==> config.mk <==
export PLATFORM = sky130hd
export DESIGN_NAME = top
export DESIGN_NICKNAME = d
export VERILOG_FILES = /design/src/rtl/barrel_pkg.sv /design/src/rtl/rot_stage.sv /design/src/rtl/top.sv
export SDC_FILE = /design/constraint.sdc
export NUM_CORES = 1
export LEC_CHECK = 0
export CORE_MARGIN = 4
export CORE_UTILIZATION = 44
export DETAILED_ROUTE_END_ITERATION = 16
export GPL_ROUTABILITY_DRIVEN = 0
export PLACE_DENSITY_LB_ADDON = 0.15
export SKIP_LAST_GASP = 1
export SYNTH_ARGS = -nofsm -noshare
export SYNTH_HDL_FRONTEND = slang
export SYNTH_HIERARCHICAL = 1
export SYNTH_SLANG_ARGS = --single-unit
==> constraint.sdc <==
create_clock -name clk -period 1.1 [get_ports clk]
set_input_delay 0.22 -clock clk [delete_from_list [all_inputs] [get_ports clk]]
set_output_delay 0.22 -clock clk [all_outputs]
set_load 0.05 [all_outputs]
==> src/rtl/barrel_pkg.sv <==
// Shared types and constants for the 16-bit barrel rotator datapath.
package barrel_pkg;
    localparam int unsigned WIDTH   = 16;
    localparam int unsigned SHAMT_W = 4;

    typedef logic [WIDTH-1:0] word_t;
endpackage

==> src/rtl/rot_stage.sv <==
// One barrel-rotator stage: rotates left by a fixed AMT when enabled, else passes through.
module rot_stage
    import barrel_pkg::*;
#(
    parameter int unsigned AMT = 1
) (
    input  word_t in,
    input  logic  en,
    output word_t out
);
    word_t w_rot;

    always_comb begin
        w_rot = {in[WIDTH-1-AMT:0], in[WIDTH-1:WIDTH-AMT]};
        out   = en ? w_rot : in;
    end
endmodule

==> src/rtl/top.sv <==
// 16-bit left barrel rotator: four cascaded rotate stages feeding one output register.
module top #(
    parameter int unsigned WIDTH = 16
) (
    input  logic             clk,
    input  logic             rst_n,
    input  logic [WIDTH-1:0] A,
    input  logic             s0,
    input  logic             s1,
    input  logic             s2,
    input  logic             s3,
    output logic [WIDTH-1:0] S
);
    import barrel_pkg::*;

    logic [SHAMT_W-1:0] w_n;
    word_t              w_st0;
    word_t              w_st1;
    word_t              w_st2;
    word_t              w_st3;
    logic [WIDTH-1:0]   r_s;

    assign w_n = {s3, s2, s1, s0};

    rot_stage #(.AMT(1)) u_stage0 (.in(A),     .en(w_n[0]), .out(w_st0));
    rot_stage #(.AMT(2)) u_stage1 (.in(w_st0), .en(w_n[1]), .out(w_st1));
    rot_stage #(.AMT(4)) u_stage2 (.in(w_st1), .en(w_n[2]), .out(w_st2));
    rot_stage #(.AMT(8)) u_stage3 (.in(w_st2), .en(w_n[3]), .out(w_st3));

    always_ff @(posedge clk or negedge rst_n) begin
        if (!rst_n) begin
            r_s <= '0;
        end else begin
            r_s <= w_st3;
        end
    end

    assign S = r_s;
endmodule

==> impl_metrics.env <==
export IMPL_die_area_um2=4140
export IMPL_peakVddDrop_mv=0.381
export IMPL_pre_cts_slack_ns=-1.12
export IMPL_crit_family="multiplexers"
export IMPL_hpwl_mm=1.95
export IMPL_hp_class="in2async"
export IMPL_drcViolationCount=0
export IMPL_hold_viol_final=0
export IMPL_drt_pass1_iterations=3
export IMPL_worstSetupPathType="in2reg"
export IMPL_slew_violations=0
export IMPL_io_pin_count=38
export IMPL_clkTransAtPathRegs_ns=0.08
export IMPL_slowest_stage="mux2_4"
export IMPL_maxCapViolations=0
export IMPL_fin_crit_ns=1.45
export IMPL_die_h_um=64.3
export IMPL_clock_path_buffers=2
export IMPL_syn_area_per_cell_um2=15.9
export IMPL_cp_end_kind="register"
export IMPL_area_delta_synth_final_pct=50.4
export IMPL_postCtsSetupRepairBufs=0
export IMPL_initial_core_util_pct=45.7
export IMPL_fmax_ghz=0.692
export IMPL_setup_viol=16
export IMPL_critPathRequiredTime_ns=1.26
export IMPL_final_cells=171
export IMPL_synth_top_area_share_pct=43.0
export IMPL_violations="negative setup slack"
export IMPL_tightestPinTransition_ns=0.189
export IMPL_worst_slack_ns=-0.346
export IMPL_p_leak_nw=1.05
export IMPL_grt_overflow_total=0
export IMPL_clock_root_buffer="clkbuf_4"
export IMPL_vias=834
export IMPL_synth_seq_cells=16
export IMPL_clock_sinks=16
export IMPL_yosysWarningCount=6
export IMPL_h_tree_depth=1
export IMPL_syn_nets=110
export IMPL_path_buf_inv=2
export IMPL_wl_met2_mm=1.29
export IMPL_antenna_left=0
export IMPL_first_iter_violations=11
export IMPL_place_area_um2=1990
export IMPL_fin_area_um2=2100
export IMPL_wl_met3_um=112
export IMPL_largest_register_ffs=16
export IMPL_yosysSeqAreaShare_pct=28.7
export IMPL_rows=20
export IMPL_top_layer_used="met4"
export IMPL_slew_limit_headroom_pct=87.4
export IMPL_fin_nets=151
export IMPL_slowest_delay_ns=0.30
export IMPL_dp_cells=166
export IMPL_port_buffer_count=37
export IMPL_drive_gt1_share_pct=72.4
export IMPL_path_cells="buf_8, buf_12, mux2_4, mux2_4, mux2_4, mux2_4"
export IMPL_grt_pass1_vias=897
export IMPL_synthTopCellsByArea="mux2_4, dfrtp_1, mux2_2"
export IMPL_grt_max_degree=17
export IMPL_cp_max_fo=8
export IMPL_grt_usage_pct=11.9
export IMPL_cts_tree="built"
export IMPL_path_common_cell="mux2_4"
export IMPL_routed_via_density=4.88
export IMPL_outcome="finished with violations"
export IMPL_wl_met1_um=849
export IMPL_crit_arrival_ns=1.60
export IMPL_routed_wl_mm=2.33
export IMPL_grt_pass1_wl_mm=3.86
export IMPL_synth_cell_types=5
export IMPL_wire_per_inst_um=13.6
export IMPL_grt_antenna_before_repair=0
export IMPL_start_kind="primary input"
export IMPL_netlist_area_um2=1400
export IMPL_rsz0062_at_grt="true"
export IMPL_postSynthCellCount=88
export IMPL_core_um2=3050
export IMPL_cts_buffers=3
export IMPL_antenna_cells=0
export IMPL_final_util_pct=68.8
export IMPL_yosysTopAreaCell="mux2_4"
export IMPL_die_width_um=64.3
export IMPL_fin_crit_sh_pct=131
export IMPL_p_per_area_nw_per_um2=1160
export IMPL_totalPowerFinal_mw=2.43
## timing repair
action | in CTS | in global routing
endpoints found under the setup margin | 16 | 16
gates resized for setup | 38 | 0
gates cloned | 2 | 0
hold buffers | 0 | 0
## per-layer routing
| layer | vias up | GRT usage, % |
|---|---|---|
| met5 | - | 0 |
| met3 | 6 | 1.76 |
| met4 | 0 | 7.12 |
| met1 | 394 | 10.5 |
| met2 | 33 | 24.5 |
| li1 | 401 | - |
## final timing paths
path	start	end	slack (ns)	depth (start not counted)
max in group asynchronous	rst_n	S[2]	0.67	2
min in group clk	A[9]	S[8]	0.75	5
max	s0	S[1]	-0.35	6
min	rst_n	S[13]	0.26	2
## cell type report
class	count	area (um^2)
flip-flops and latches	16	400
multi-input cells	64	957
well taps	44	55.1
repair buffers	44	664
fillers	236	953
clock buffers	3	22.5
## cell usage after synthesis
library cell  instances
mux2_2               24
dfrtp_1              16
buf_12                4
buf_6                 4
mux2_4               40
## where the power goes
group	switching, mW	leakage (nW)	internal, mW	total [mW]
registers	0.0746	0.186	0.678	0.753
clock network	0.144	0.0138	0.126	0.270
logic	0.580	0.854	0.830	1.41
## cell families (layout without fill, tap and decap cells)
group	Yosys count	in the layout	synth area share [%]
flip-flops	16	16	28.7
buffers and inverters	8	47	8.96
multiplexers	64	64	62.4
## per-stage QoR
stage | setup TNS, ns | hold WS, ns
3_5_place_dp | -17.57 | 0.552
4_1_cts | -5.22 | 0.261
6_report | -5.34 | 0.262
2_1_floorplan | -9.26 | -0.0756
5_1_grt | -5.44 | 0.265
3_3_place_gp | -17.37 | 0.549
## layout by cell type (no fill, tap or decap)
cell type,instances
buf_8,1
buf_16,1
mux2_2,1
bufbuf_16,1
buf_12,20
clkbuf_4,3
mux2_4,63
buf_4,1
clkdlybuf4s15_2,1
clkdlybuf4s50_1,3
dfrtp_1,16
dlygate4sd2_1,16
Power figures use the tool's default switching activity.
